--- config.mk ---
export PLATFORM = sky130hd
export DESIGN_NAME = if_fetch_ctrl
export DESIGN_NICKNAME = d
export VERILOG_FILES = /design/src/rtl/if_fetch_ctrl_pkg.sv /design/src/rtl/if_fetch_fifo.sv /design/src/rtl/if_fetch_ctrl.sv
export SDC_FILE = /design/constraint.sdc
export NUM_CORES = 1
export LEC_CHECK = 0
export BUFFER_PORTS_ARGS = -buffer_cell sky130_fd_sc_hd__buf_2
export CAP_MARGIN = 10
export CORE_AREA = 4 4 124 126
export DETAILED_ROUTE_END_ITERATION = 16
export DIE_AREA = 0 0 128 130
export PLACE_DENSITY = 0.84
export SYNTH_ARGS = -nofsm -noshare
export SYNTH_HDL_FRONTEND = slang
export SYNTH_SLANG_ARGS = --single-unit
--- constraint.sdc ---
create_clock -name i_clk -period 7.5 [get_ports i_clk]
set_input_delay 0.375 -clock i_clk [delete_from_list [all_inputs] [get_ports i_clk]]
set_output_delay 0.375 -clock i_clk [all_outputs]
set_load 0.01 [all_outputs]
--- src/rtl/if_fetch_ctrl_pkg.sv ---
// Shared definitions for the instruction-fetch front end: FSM states, NOP encoding
// and the default reset PC.
package if_fetch_ctrl_pkg;

    typedef enum logic [1:0] {
        StBoot,
        StFetch,
        StFlush
    } fetch_state_e;

    localparam logic [31:0] NopInstr     = 32'h0000_0013;
    localparam logic [31:0] DefaultResetPc = 32'h0000_0000;

    function automatic logic [31:0] align_pc(input logic [31:0] pc);
        return pc & 32'hFFFF_FFFC;
    endfunction

endpackage

--- src/rtl/if_fetch_fifo.sv ---
// Fetch buffer: circular FIFO of instruction/PC pairs with push, pop, flush and
// occupancy output. Flush has priority over push and pop.
module if_fetch_fifo #(
    parameter int unsigned Depth = 2
) (
    input  logic                         clk,
    input  logic                         rst_n,
    input  logic                         flush,
    input  logic                         push,
    input  logic [31:0]                  push_instr,
    input  logic [31:0]                  push_pc,
    input  logic                         pop,
    output logic [31:0]                  head_instr,
    output logic [31:0]                  head_pc,
    output logic [$clog2(Depth+1)-1:0]   count,
    output logic                         empty
);

    localparam int unsigned PtrW = $clog2(Depth);
    localparam int unsigned CntW = $clog2(Depth + 1);

    logic [31:0]     instr_mem [Depth];
    logic [31:0]     pc_mem    [Depth];
    logic [PtrW-1:0] wr_q, rd_q;
    logic [CntW-1:0] cnt_q;

    // Storage carries no reset; the head is only observed while non-empty.
    always_ff @(posedge clk) begin
        if (push) begin
            instr_mem[wr_q] <= push_instr;
            pc_mem[wr_q]    <= push_pc;
        end
    end

    always_ff @(posedge clk) begin
        if (!rst_n || flush) begin
            wr_q  <= '0;
            rd_q  <= '0;
            cnt_q <= '0;
        end else begin
            if (push) wr_q <= wr_q + PtrW'(1);
            if (pop)  rd_q <= rd_q + PtrW'(1);
            unique case ({push, pop})
                2'b10:   cnt_q <= cnt_q + CntW'(1);
                2'b01:   cnt_q <= cnt_q - CntW'(1);
                default: cnt_q <= cnt_q;
            endcase
        end
    end

    assign head_instr = instr_mem[rd_q];
    assign head_pc    = pc_mem[rd_q];
    assign count      = cnt_q;
    assign empty      = (cnt_q == '0);

endmodule

--- src/rtl/if_fetch_ctrl.sv ---
// Instruction-fetch controller: issues sequential fetches, buffers responses and
// handles redirects from EX with a one-cycle flush.
module if_fetch_ctrl
    import if_fetch_ctrl_pkg::*;
#(
    parameter logic [31:0] RESET_PC = DefaultResetPc,
    parameter int unsigned FB_DEPTH = 2
) (
    input  logic        i_clk,
    input  logic        i_rst_n,
    input  logic        i_redirect,
    input  logic [31:0] i_redirect_pc,
    output logic        o_imem_req,
    output logic [31:0] o_imem_addr,
    input  logic [31:0] i_imem_instr,
    output logic        o_valid,
    output logic [31:0] o_instr,
    output logic [31:0] o_pc,
    input  logic        i_ready
);

    localparam int unsigned CntW = $clog2(FB_DEPTH + 1);
    localparam int unsigned OccW = CntW + 1;

    fetch_state_e    state_q, state_d;
    logic [31:0]     pc_q, pc_d;
    logic            inflight_q;
    logic [31:0]     inflight_pc_q;
    logic            imem_req;

    logic [CntW-1:0] fb_count;
    logic            fb_empty;
    logic [31:0]     fb_instr, fb_pc;
    logic            fb_push, fb_pop;
    logic            bypass_valid, pop;
    logic [OccW-1:0] occ_next;
    logic            can_issue;

    // A response arriving into an empty buffer is presented directly; a redirect
    // discards it, so its validity never depends on the instruction data itself.
    assign bypass_valid = inflight_q && !i_redirect && fb_empty;
    assign o_valid      = !fb_empty || bypass_valid;
    assign pop          = o_valid && i_ready;
    assign fb_pop       = pop && !fb_empty;
    assign fb_push      = inflight_q && !i_redirect && !(bypass_valid && pop);

    assign occ_next  = OccW'(fb_count) + OccW'(inflight_q) - OccW'(pop);
    assign can_issue = occ_next < OccW'(FB_DEPTH);

    always_comb begin
        state_d  = state_q;
        pc_d     = pc_q;
        imem_req = 1'b0;
        unique case (state_q)
            StBoot:  state_d = StFetch;
            StFetch: imem_req = can_issue;
            StFlush: state_d = StFetch;
            default: state_d = StBoot;
        endcase
        if (i_redirect) begin
            imem_req = 1'b0;
            state_d  = StFlush;
            pc_d     = align_pc(i_redirect_pc);
        end else if (imem_req) begin
            pc_d = pc_q + 32'd4;
        end
    end

    always_ff @(posedge i_clk) begin
        if (!i_rst_n) begin
            state_q       <= StBoot;
            pc_q          <= RESET_PC;
            inflight_q    <= 1'b0;
            inflight_pc_q <= RESET_PC;
        end else begin
            state_q    <= state_d;
            pc_q       <= pc_d;
            inflight_q <= imem_req;
            if (imem_req) inflight_pc_q <= pc_q;
        end
    end

    if_fetch_fifo #(
        .Depth(FB_DEPTH)
    ) u_fifo (
        .clk       (i_clk),
        .rst_n     (i_rst_n),
        .flush     (i_redirect),
        .push      (fb_push),
        .push_instr(i_imem_instr),
        .push_pc   (inflight_pc_q),
        .pop       (fb_pop),
        .head_instr(fb_instr),
        .head_pc   (fb_pc),
        .count     (fb_count),
        .empty     (fb_empty)
    );

    assign o_imem_req  = imem_req;
    assign o_imem_addr = pc_q;
    assign o_instr     = !fb_empty ? fb_instr : (bypass_valid ? i_imem_instr : NopInstr);
    assign o_pc        = !fb_empty ? fb_pc : (bypass_valid ? inflight_pc_q : RESET_PC);

endmodule

==> results.toml, run 1 <==
[setup_path]
crit_fanout = 62
cpLargestDelayFamily = "buffers and inverters"
required_ns = 7.12
r2r_end = "inflight_pc_q[16]$_SDFFE_PN0P_"
slowest_delay_ns = 0.84
crit_arrival_ns = 4.42
r2r-start = "u_fifo.count[1]$_SDFFE_PP0P_"
worstSetupEndpointType = "output pin"
path_cells = "nor2_4 > buf_4 > nand2_1 > and2_1 > ha_1 > nand2b_1 > fa_1 > xnor2_1 > nand3_1 > inv_1 > buf_2"
crit_slowest_cell = "inv_1"
worst-path-buf-inv = 3
start_kind = "flip-flop"
cp.depth = 11
regToRegSetupSlack_ns = 3.37
r2r_cells = 12
criticalPathCategory = "reg -> out"

[clock_network]
cts_tree = "done"
cts.repair.resized = 0
clkSinkCount = 192
cts-root-buf = "clkbuf_16"
htree_levels = 4
post_cts_buffers = 0
cts_made_buffers = 17
clk_pin_slew_worst_paths_ns = 0.07
clk_latency_ns = 0.42
cts.path.max_buffers = 2
cts_hold_buf = 0

[run]
drv_cap = 0

[placed_design]
dp_hpwl_mm = 12.7
routabilityCongestion = 0.881
port-buffer-count = 159
dp_cells = 1061

[pwr]
peakVddDrop_v = 0.000147
p_leak_nw = 3.54
powerDensity_mw_per_mm2 = 222

[worst_hold_path]
hold_depth = 1
min_path_type = "in -> reg"
hp-start = "i_imem_instr[7]"
min_to = "u_fifo.instr_mem[1][7]$_DFFE_PP_"

[sta]
worst_pin_slew_ns = 1.11
setup_viol = 0
finalCritPeriodShare_pct = 63.9
rsz0062_at_grt = "no"
hold_viol = 0
finalClockSkew_ns = 0.00823
report.final.slew_viol_count = 0
max_slew_margin_pct = 26.2
setup_tns_ns = 0
fmax_mhz = 209
period_needed_ns = 4.79

[global_routing]
grt_pass1_wl_mm = 30.6
grt_overflow_total = 0
grt_pass1_vias = 5903
grt_antenna_before_repair = 0
grt_util_all_layers_pct = 23.6
grt_max_degree = 63

[die]
die_h_um = 130
die-area_mm2 = 0.0166
ios = 166
core_area_mm2 = 0.0143
rows = 44
fp.dieW_um = 128
start_util_pct = 58.3

[route]
drt_wl_total_mm = 19.5
drt_iter0_markers = 625
route.vias.total = 6361
vias_per_cell = 5.82
ant_nets = 0
post_drt_wl_per_cell_um = 17.9
firstDrtPassIters = 5
drc = 0

[final_layout]
fin_cells = 1093
syn_to_final_growth_pct = 17.9
diodes = 0
nNetsFinal = 968
drive_gt1_share_pct = 22.9

[logic_synthesis]
async_flop_share_pct = 0
synth-edff-count = 124
ys_seq_area_share_pct = 60.9
yosys.area.top_type = "edfxtp_1"
synth_top_cell_area_share_pct = 44.6
ys.warnings.count = 0
yosys-top-cells-area = "edfxtp_1, dfxtp_1, mux2i_1"
syn_area_per_cell_um2 = 11.0
synth_flop_cell = "edfxtp_1"
syn-instance-count = 761
ys_ff_latch = 192
synth_area_mm2 = 0.00834
synth_cell_type_count = 54

[status]
status = "finished clean"
-- layout make-up --
type                    count  area, um2
flip-flops and latches    192       5090
well taps                 184        230
fillers                  1098       4480
inverters                   7       26.3
multi-input cells         512       3030
clock buffers              25        517
repair buffers            166        848
clock inverters             7       96.3
-- per-stage QoR --
step           power (mW)  util [%]  hold WS (ns)  cell area [um2]  setup WS [ns]
6_report             2.18      68.7         0.157             9830           2.71
2_1_floorplan        1.23         -         0.430             8360           3.52
3_3_place_gp         1.28      64.4         0.446             9220           3.20
4_1_cts              2.19      68.7         0.139             9830           2.65
5_1_grt              2.25      68.7         0.141             9830           2.26
3_5_place_dp         1.29      64.4         0.456             9220           3.13
-- worst reg2reg max path: stages (launching register included) --
cell and delay (ns):
dfxtp_1 0.41, nor2_4 0.10, buf_4 0.50, nand2_1 0.14, and2_1 0.20, ha_1 0.25
nand2b_1 0.15, fa_1 0.42, xnor2_1 0.52, nand3_1 0.18, inv_1 0.84, nand2_1 0.16
a21oi_1 0.19
-- layer usage --
metal | share of wire (%) | track usage, % | wire length, um | vias up
li1 | - | - | - | 3062
met1 | 42 | 31.9 | 8200 | 2985
met2 | 48 | 37.9 | 9400 | 285
met3 | 8.2 | 5.08 | 1610 | 29
met4 | 1.8 | 8.68 | 344 | 0
met5 | 0 | 0 | 0 | -
-- synth_stat cells (5+ instances only) --
| master | instances |
|---|---|
| a21oi_1 | 43 |
| and3_1 | 7 |
| nand3_1 | 21 |
| edfxtp_1 | 124 |
| or3_1 | 10 |
| nor2_1 | 21 |
| a311oi_1 | 6 |
| buf_2 | 9 |
| nand2_1 | 137 |
| o31ai_1 | 5 |
| clkbuf_1 | 35 |
| a31oi_1 | 8 |
| and2_1 | 6 |
| dfxtp_1 | 68 |
| and4_1 | 5 |
| nand4_1 | 15 |
| inv_1 | 6 |
| nor4_1 | 10 |
| or4_1 | 6 |
| o21ai_0 | 83 |
| xnor2_1 | 9 |
| mux2i_1 | 62 |
| nor3_1 | 11 |
-- placed cells by master (no fill, tap or decap), types with 5 or more instances in the layout --
cell | netlist | routed
and3_1 | 7 | 7
clkbuf_16 | 0 | 18
nand4_1 | 15 | 15
o31ai_1 | 5 | 5
and2_1 | 6 | 5
nor2_1 | 21 | 18
or4_1 | 6 | 6
or3_1 | 10 | 10
nor3_1 | 11 | 11
nand3_1 | 21 | 21
nor4_1 | 10 | 10
buf_4 | 4 | 7
a21oi_1 | 43 | 43
o21ai_0 | 83 | 83
edfxtp_1 | 124 | 124
dfxtp_1 | 68 | 67
xnor2_1 | 9 | 9
and4_1 | 5 | 5
a31oi_1 | 8 | 8
a311oi_1 | 6 | 6
buf_2 | 9 | 159
inv_1 | 6 | 6
nand2_1 | 137 | 137
mux2i_1 | 62 | 62
-- registers in the layout, summed over array words and instances, names as in the netlist, named ones only --
name	cells
o_imem_addr	30
u_fifo.wr_q	1
u_fifo.pc_mem	60
state_q	2
inflight_pc_q	30
u_fifo.count	2
inflight_q	1
u_fifo.instr_mem	64
u_fifo.rd_q	1
-- report_power, final --
| part | internal [mW] | switching (mW) | total (mW) |
|---|---|---|---|
| combinational | 0.0406 | 0.0627 | 0.103 |
| sequential | 1.14 | 0.0274 | 1.16 |
| clock | 0.549 | 0.369 | 0.918 |
-- kinds of logic after synthesis --
family | Yosys count | synth area share [%]
buffers and inverters | 60 | 3.19
xor gates and xnor gates | 13 | 1.36
muxes | 62 | 7.44
and+or+nand+nor | 267 | 15.4
other | 1 | 0.0449
AOI/OAI and AO/OA | 162 | 10.9
adders and majority gates | 4 | 0.690
DFF | 192 | 60.9
-- worst max path at each step --
| stage | startpoint | to | slack, ns |
|---|---|---|---|
| after global routing | u_fifo.count[1]$_SDFFE_PP0P_ | o_imem_req | 2.26 |
| after detailed placement | u_fifo.count[1]$_SDFFE_PP0P_ | o_imem_req | 3.13 |
| final | u_fifo.count[1]$_SDFFE_PP0P_ | o_imem_req | 2.71 |
| after floorplan | u_fifo.count[1]$_SDFFE_PP0P_ | u_fifo.instr_mem[0][0]$_DFFE_PP_ | 3.52 |
| after global placement | u_fifo.count[1]$_SDFFE_PP0P_ | o_imem_req | 3.20 |
| after CTS | u_fifo.count[1]$_SDFFE_PP0P_ | o_imem_req | 2.65 |
Note: power is estimated with default switching activity, not from simulation.
==> run 2, diff against run 1 <==
Settings changed: CORE_AREA 4 4 124 126 to 4 4 129 131, DIE_AREA 0 0 128 130 to 0 0 133 135, PLACE_DENSITY 0.84 to 0.78.
Clock period 7.5 ns to 4.6 ns, I/O delays scaled along.
==> results.toml, run 2 (synthesis results as in run 1) <==
[status]
status = "finished clean"

[clock_network]
clkSinkCount = 192
clk_pin_slew_worst_paths_ns = 0.07
htree_levels = 4
cts_tree = "done"
clk_latency_ns = 0.43
cts.repair.resized = 0
cts.path.max_buffers = 2
cts_made_buffers = 17
cts-root-buf = "clkbuf_16"
post_cts_buffers = 0

[die]
rows = 46
die-area_mm2 = 0.0180
core_area_mm2 = 0.0156
fp.dieW_um = 133
ios = 166
start_util_pct = 53.5
die_h_um = 135

[sta]
hold_viol = 0
worst_pin_slew_ns = 0.858
period_needed_ns = 3.34
finalClockSkew_ns = 0.00744
finalCritPeriodShare_pct = 72.5
setup_viol = 0
fmax_mhz = 300
max_slew_margin_pct = 42.3
final.setup.worst_slack_ns = 1.26
setup_tns_ns = 0
whs_ns = 0.00967
rsz0062_at_grt = "no"
report.final.slew_viol_count = 0

[route]
firstDrtPassIters = 5
ant_nets = 0
drt_iter0_markers = 506
route.vias.total = 6413
drc = 0
vias_per_cell = 5.62
post_drt_wl_per_cell_um = 17.5
drt_wl_total_mm = 20.0

[pwr]
p_total_mw = 3.59
p_leak_nw = 3.62
peakVddDrop_v = 0.000274
powerDensity_mw_per_mm2 = 357

[global_routing]
grt_max_degree = 62
grt_util_all_layers_pct = 22.4
grt_antenna_before_repair = 0
grt_pass1_vias = 6027
grt_pass1_wl_mm = 31.8
grt_overflow_total = 0

[final_layout]
final_common_cell = "buf_2"
top_register = "u_fifo.instr_mem"
largest_register_ffs = 64
fin_cells = 1142
diodes = 0
final_util_pct = 64.5
biggestRegsByFlops = "u_fifo.instr_mem x64, u_fifo.pc_mem x60"
n_fill_cell = 1247
regArea_mm2 = 0.00509
fin_area_mm2 = 0.0101
syn_to_final_growth_pct = 20.5
drive_gt1_share_pct = 23.1
multi_input_comb_area_mm2 = 0.00303
mostFrequentLayoutCells = "buf_2, nand2_1, edfxtp_1, o21ai_0, dfxtp_1"
nNetsFinal = 985

[setup_path]
regToRegSetupSlack_ns = 1.43
start_kind = "flip-flop"
r2r_cells = 10
r2r_end = "o_imem_addr[19]$_SDFFE_PN0P_"
crit_fanout = 18
worstSetupEndpointType = "output pin"
required_ns = 4.37
r2r-start = "u_fifo.count[1]$_SDFFE_PP0P_"
crit_arrival_ns = 3.11
criticalPathCategory = "reg -> out"

[worst_hold_path]
hold_depth = 1
hp-start = "i_imem_instr[0]"
min_path_type = "in -> reg"
min_to = "u_fifo.instr_mem[1][0]$_DFFE_PP_"

[placed_design]
dp_cells = 1097
pre_cts_ws_ns = 1.11
routabilityCongestion = 0.865
dp_hpwl_mm = 13.1
port-buffer-count = 159
place_area_mm2 = 0.00930

[run]
drv_cap = 0
[run 2: cell types whose count changed in the layout (fill, tap and decap cells not counted), sizes merged]
| cell | change |
|---|---|
| buf | +4 |
| dlygate4sd3 | +13 |
| clkinvlp | +1 |
| inv | +3 |
| clkinv | -1 |
| clkbuf | -3 |
[run 2: timing repair]
item,in CTS,in global routing
hold endpoints to repair,26,0
endpoints found under the setup margin,0,0
hold buffers,13,0
[run 2: layout make-up]
class,instances,share of cell area [%]
clock buffer,22,5.04
clock inverter,10,1.16
inverter,7,0.261
multi-input combinational,512,30.1
sequential,192,50.6
tap,216,2.69
timing repair buffer,183,10.2
[run 2: worst max path at each step]
stage	start	end
floorplan	u_fifo.count[1]$_SDFFE_PP0P_	u_fifo.instr_mem[0][0]$_DFFE_PP_
global placement	i_redirect	o_imem_addr[19]$_SDFFE_PN0P_
detailed placement	i_redirect	o_imem_addr[17]$_SDFFE_PN0P_
CTS	u_fifo.count[1]$_SDFFE_PP0P_	o_imem_req
global route	u_fifo.count[1]$_SDFFE_PP0P_	o_imem_req
finish	u_fifo.count[1]$_SDFFE_PP0P_	o_imem_req
[run 2: critical path, cell delays in order (launching register included)]
cell      delay (ns)
dfxtp_1         0.41
nor2_4          0.12
nand2_1         0.07
and2_1          0.16
ha_1            0.26
nand2b_1        0.15
fa_1            0.41
xnor2_1         0.15
buf_4           0.18
nand3_1         0.10
inv_1           0.43
buf_2           0.24
[run 2: power by group]
group	total (mW)	switching (mW)	internal (mW)	leakage (nW)
clock network	1.52	0.624	0.899	0.308
registers	1.89	0.0435	1.85	1.73
logic	0.177	0.103	0.0739	1.59
total	3.59	0.771	2.82	3.62
[run 2: metal layers]
metal  vias up  share of wire (%)  global-route usage, %
li1       3103                  -                      -
met1      3046                 45                   31.3
met2       244                 47                   35.4
met3        20                7.0                   5.07
met4         0                1.2                   6.12
met5         -                  0                      0
==> run 3, diff against run 2 <==
Settings changed: CORE_AREA 4 4 129 131 to 4 4 135 137, DIE_AREA 0 0 133 135 to 0 0 139 141, PLACE_DENSITY 0.78 to 0.75.
Clock period 4.6 ns to 3 ns, I/O delays scaled along.
==> results.toml, run 3 (synthesis results as in run 1) <==
[final_layout]
biggestRegsByFlops = "u_fifo.instr_mem x64, u_fifo.pc_mem x60"
top_register = "u_fifo.instr_mem"
mostFrequentLayoutCells = "buf_2, nand2_1, edfxtp_1, o21ai_0, dfxtp_1"
syn_to_final_growth_pct = 25.6
fin_cells = 1196
drive_gt1_share_pct = 25.4
n_fill_cell = 1409
largest_register_ffs = 64
final_common_cell = "buf_2"
nNetsFinal = 1030
diodes = 0
final_util_pct = 61.4

[status]
status = "finished clean"

[die]
ios = 166
core_area_mm2 = 0.0171
die-area_mm2 = 0.0196
die_h_um = 141
fp.dieW_um = 139
rows = 48
start_util_pct = 48.9

[clock_network]
cts_made_buffers = 17
clk_latency_ns = 0.43
cts.path.max_buffers = 2
cts_tree = "done"
clkSinkCount = 192
htree_levels = 4
clk_pin_slew_worst_paths_ns = 0.07
cts-root-buf = "clkbuf_16"

[setup_path]
crit_fanout = 12
crit_arrival_ns = 2.79
criticalPathCategory = "reg -> out"
r2r_cells = 10
worstSetupEndpointType = "output pin"
regToRegSetupSlack_ns = 0.16
start_kind = "flip-flop"
r2r-start = "u_fifo.count[1]$_SDFFE_PP0P_"
r2r_end = "o_imem_addr[17]$_SDFFE_PN0P_"
required_ns = 2.85

[route]
wl_met3_mm = 1.50
top_layer = "met4"
drt_iter0_markers = 515
drc = 0
drt_wl_total_mm = 20.8
ant_nets = 0
vias_per_cell = 5.53
firstDrtPassIters = 5
post_drt_wl_per_cell_um = 17.4
route.vias.total = 6610
wl_met1_mm = 9.05
met2_wirelength_mm = 9.73

[placed_design]
dp_cells = 1127
port-buffer-count = 159
dp_hpwl_mm = 13.7
pre_cts_ws_ns = 0.0983
routabilityCongestion = 0.868

[run]
drv_cap = 0

[pwr]
powerDensity_mw_per_mm2 = 518
p_total_mw = 5.43
p_leak_nw = 3.82
peakVddDrop_v = 0.000417

[sta]
fmax_mhz = 340
final.setup.worst_slack_ns = 0.0622
worst_pin_slew_ns = 0.760
report.final.slew_viol_count = 0
setup_viol = 0
period_needed_ns = 2.94
rsz0062_at_grt = "yes"
max_slew_margin_pct = 48.8
finalCritPeriodShare_pct = 97.9
finalClockSkew_ns = 0.0157
hold_viol = 0

[global_routing]
grt_util_all_layers_pct = 20.8
grt_pass1_vias = 6355
grt_pass1_wl_mm = 32.7
grt_antenna_before_repair = 0
grt_overflow_total = 0
grt_max_degree = 62

[worst_hold_path]
hp-start = "i_redirect_pc[6]"
hold_depth = 3
min_to = "o_imem_addr[6]$_SDFFE_PN0P_"
min_path_type = "in -> reg"
-- run 3: cell types whose count changed in the layout (fill, tap and decap cells not counted), sizes merged --
| cell | previous run | this run |
|---|---|---|
| buf | 170 | 193 |
| dlygate4sd3 | 13 | 35 |
| clkbuf | 22 | 17 |
| clkinvlp | 1 | 3 |
| inv | 11 | 13 |
| clkinv | 3 | 4 |
-- run 3: worst max path at each step --
stage / endpoint / slack, ns / start / cells past startpoint
finish: o_imem_req / 0.06 / u_fifo.count[1]$_SDFFE_PP0P_ / 11
CTS: o_imem_req / 0.004 / u_fifo.count[1]$_SDFFE_PP0P_ / 11
global route: o_imem_req / -0.06 / u_fifo.count[1]$_SDFFE_PP0P_ / 11
detailed placement: o_imem_addr[19]$_SDFFE_PN0P_ / 0.1 / u_fifo.count[1]$_SDFFE_PP0P_ / 10
floorplan: o_imem_addr[17]$_SDFFE_PN0P_ / -0.07 / u_fifo.count[1]$_SDFFE_PP0P_ / 12
global placement: o_imem_addr[17]$_SDFFE_PN0P_ / 0.16 / u_fifo.count[1]$_SDFFE_PP0P_ / 10
-- run 3: what timing repair did --
action | 4_1_cts | 5_1_grt
pin swaps | 0 | 1
buffers inserted | 0 | 2
gates resized for setup | 3 | 4
hold buffers | 35 | 0
hold endpoints to repair | 67 | 0
setup endpoints to repair | 1 | 5
-- run 3: worst max-delay path: stages (launching register included) --
cell and delay (ns):
dfxtp_4 0.35, nor2_4 0.13, nand2_4 0.05, and2_4 0.15, ha_1 0.27, nand2b_4 0.14, fa_2 0.55, and3b_1 0.21
nand3_2 0.14, inv_2 0.11, buf_8 0.14, buf_2 0.14
-- run 3: cell type report --
cell class / count / area, um2 / area share [%]
Multi-Input combinational cell: 512 / 3080 / 29.4
Timing Repair Buffer: 228 / 1420 / 13.6
Clock buffer: 17 / 425 / 4.06
Clock inverter: 15 / 154 / 1.47
Sequential cell: 192 / 5090 / 48.6
Tap cell: 225 / 282 / 2.69
Inverter: 7 / 26.3 / 0.251
-- run 3: metrics by stage --
| step | hold slack [ns] | setup TNS, ns | cell area (um2) |
|---|---|---|---|
| global placement | 0.353 | 0 | 9500 |
| finish | 0.0113 | 0 | 10500 |
| global route | 0.0145 | -0.0551 | 10500 |
| floorplan | 0.249 | -0.200 | 8400 |
| CTS | 0.00838 | 0 | 10400 |
| detailed placement | 0.357 | 0 | 9500 |
-- run 3: metal layers --
layer | track usage [%] | vias up
met2 | 33.6 | 281
met3 | 4.24 | 38
met5 | 0 | -
li1 | - | 3189
met4 | 8.75 | 0
met1 | 27.5 | 3102
-- run 3: power by group --
part | switching, mW | internal, mW | total (mW)
combinational | 0.174 | 0.145 | 0.319
clock | 0.977 | 1.24 | 2.21
sequential | 0.0631 | 2.84 | 2.90
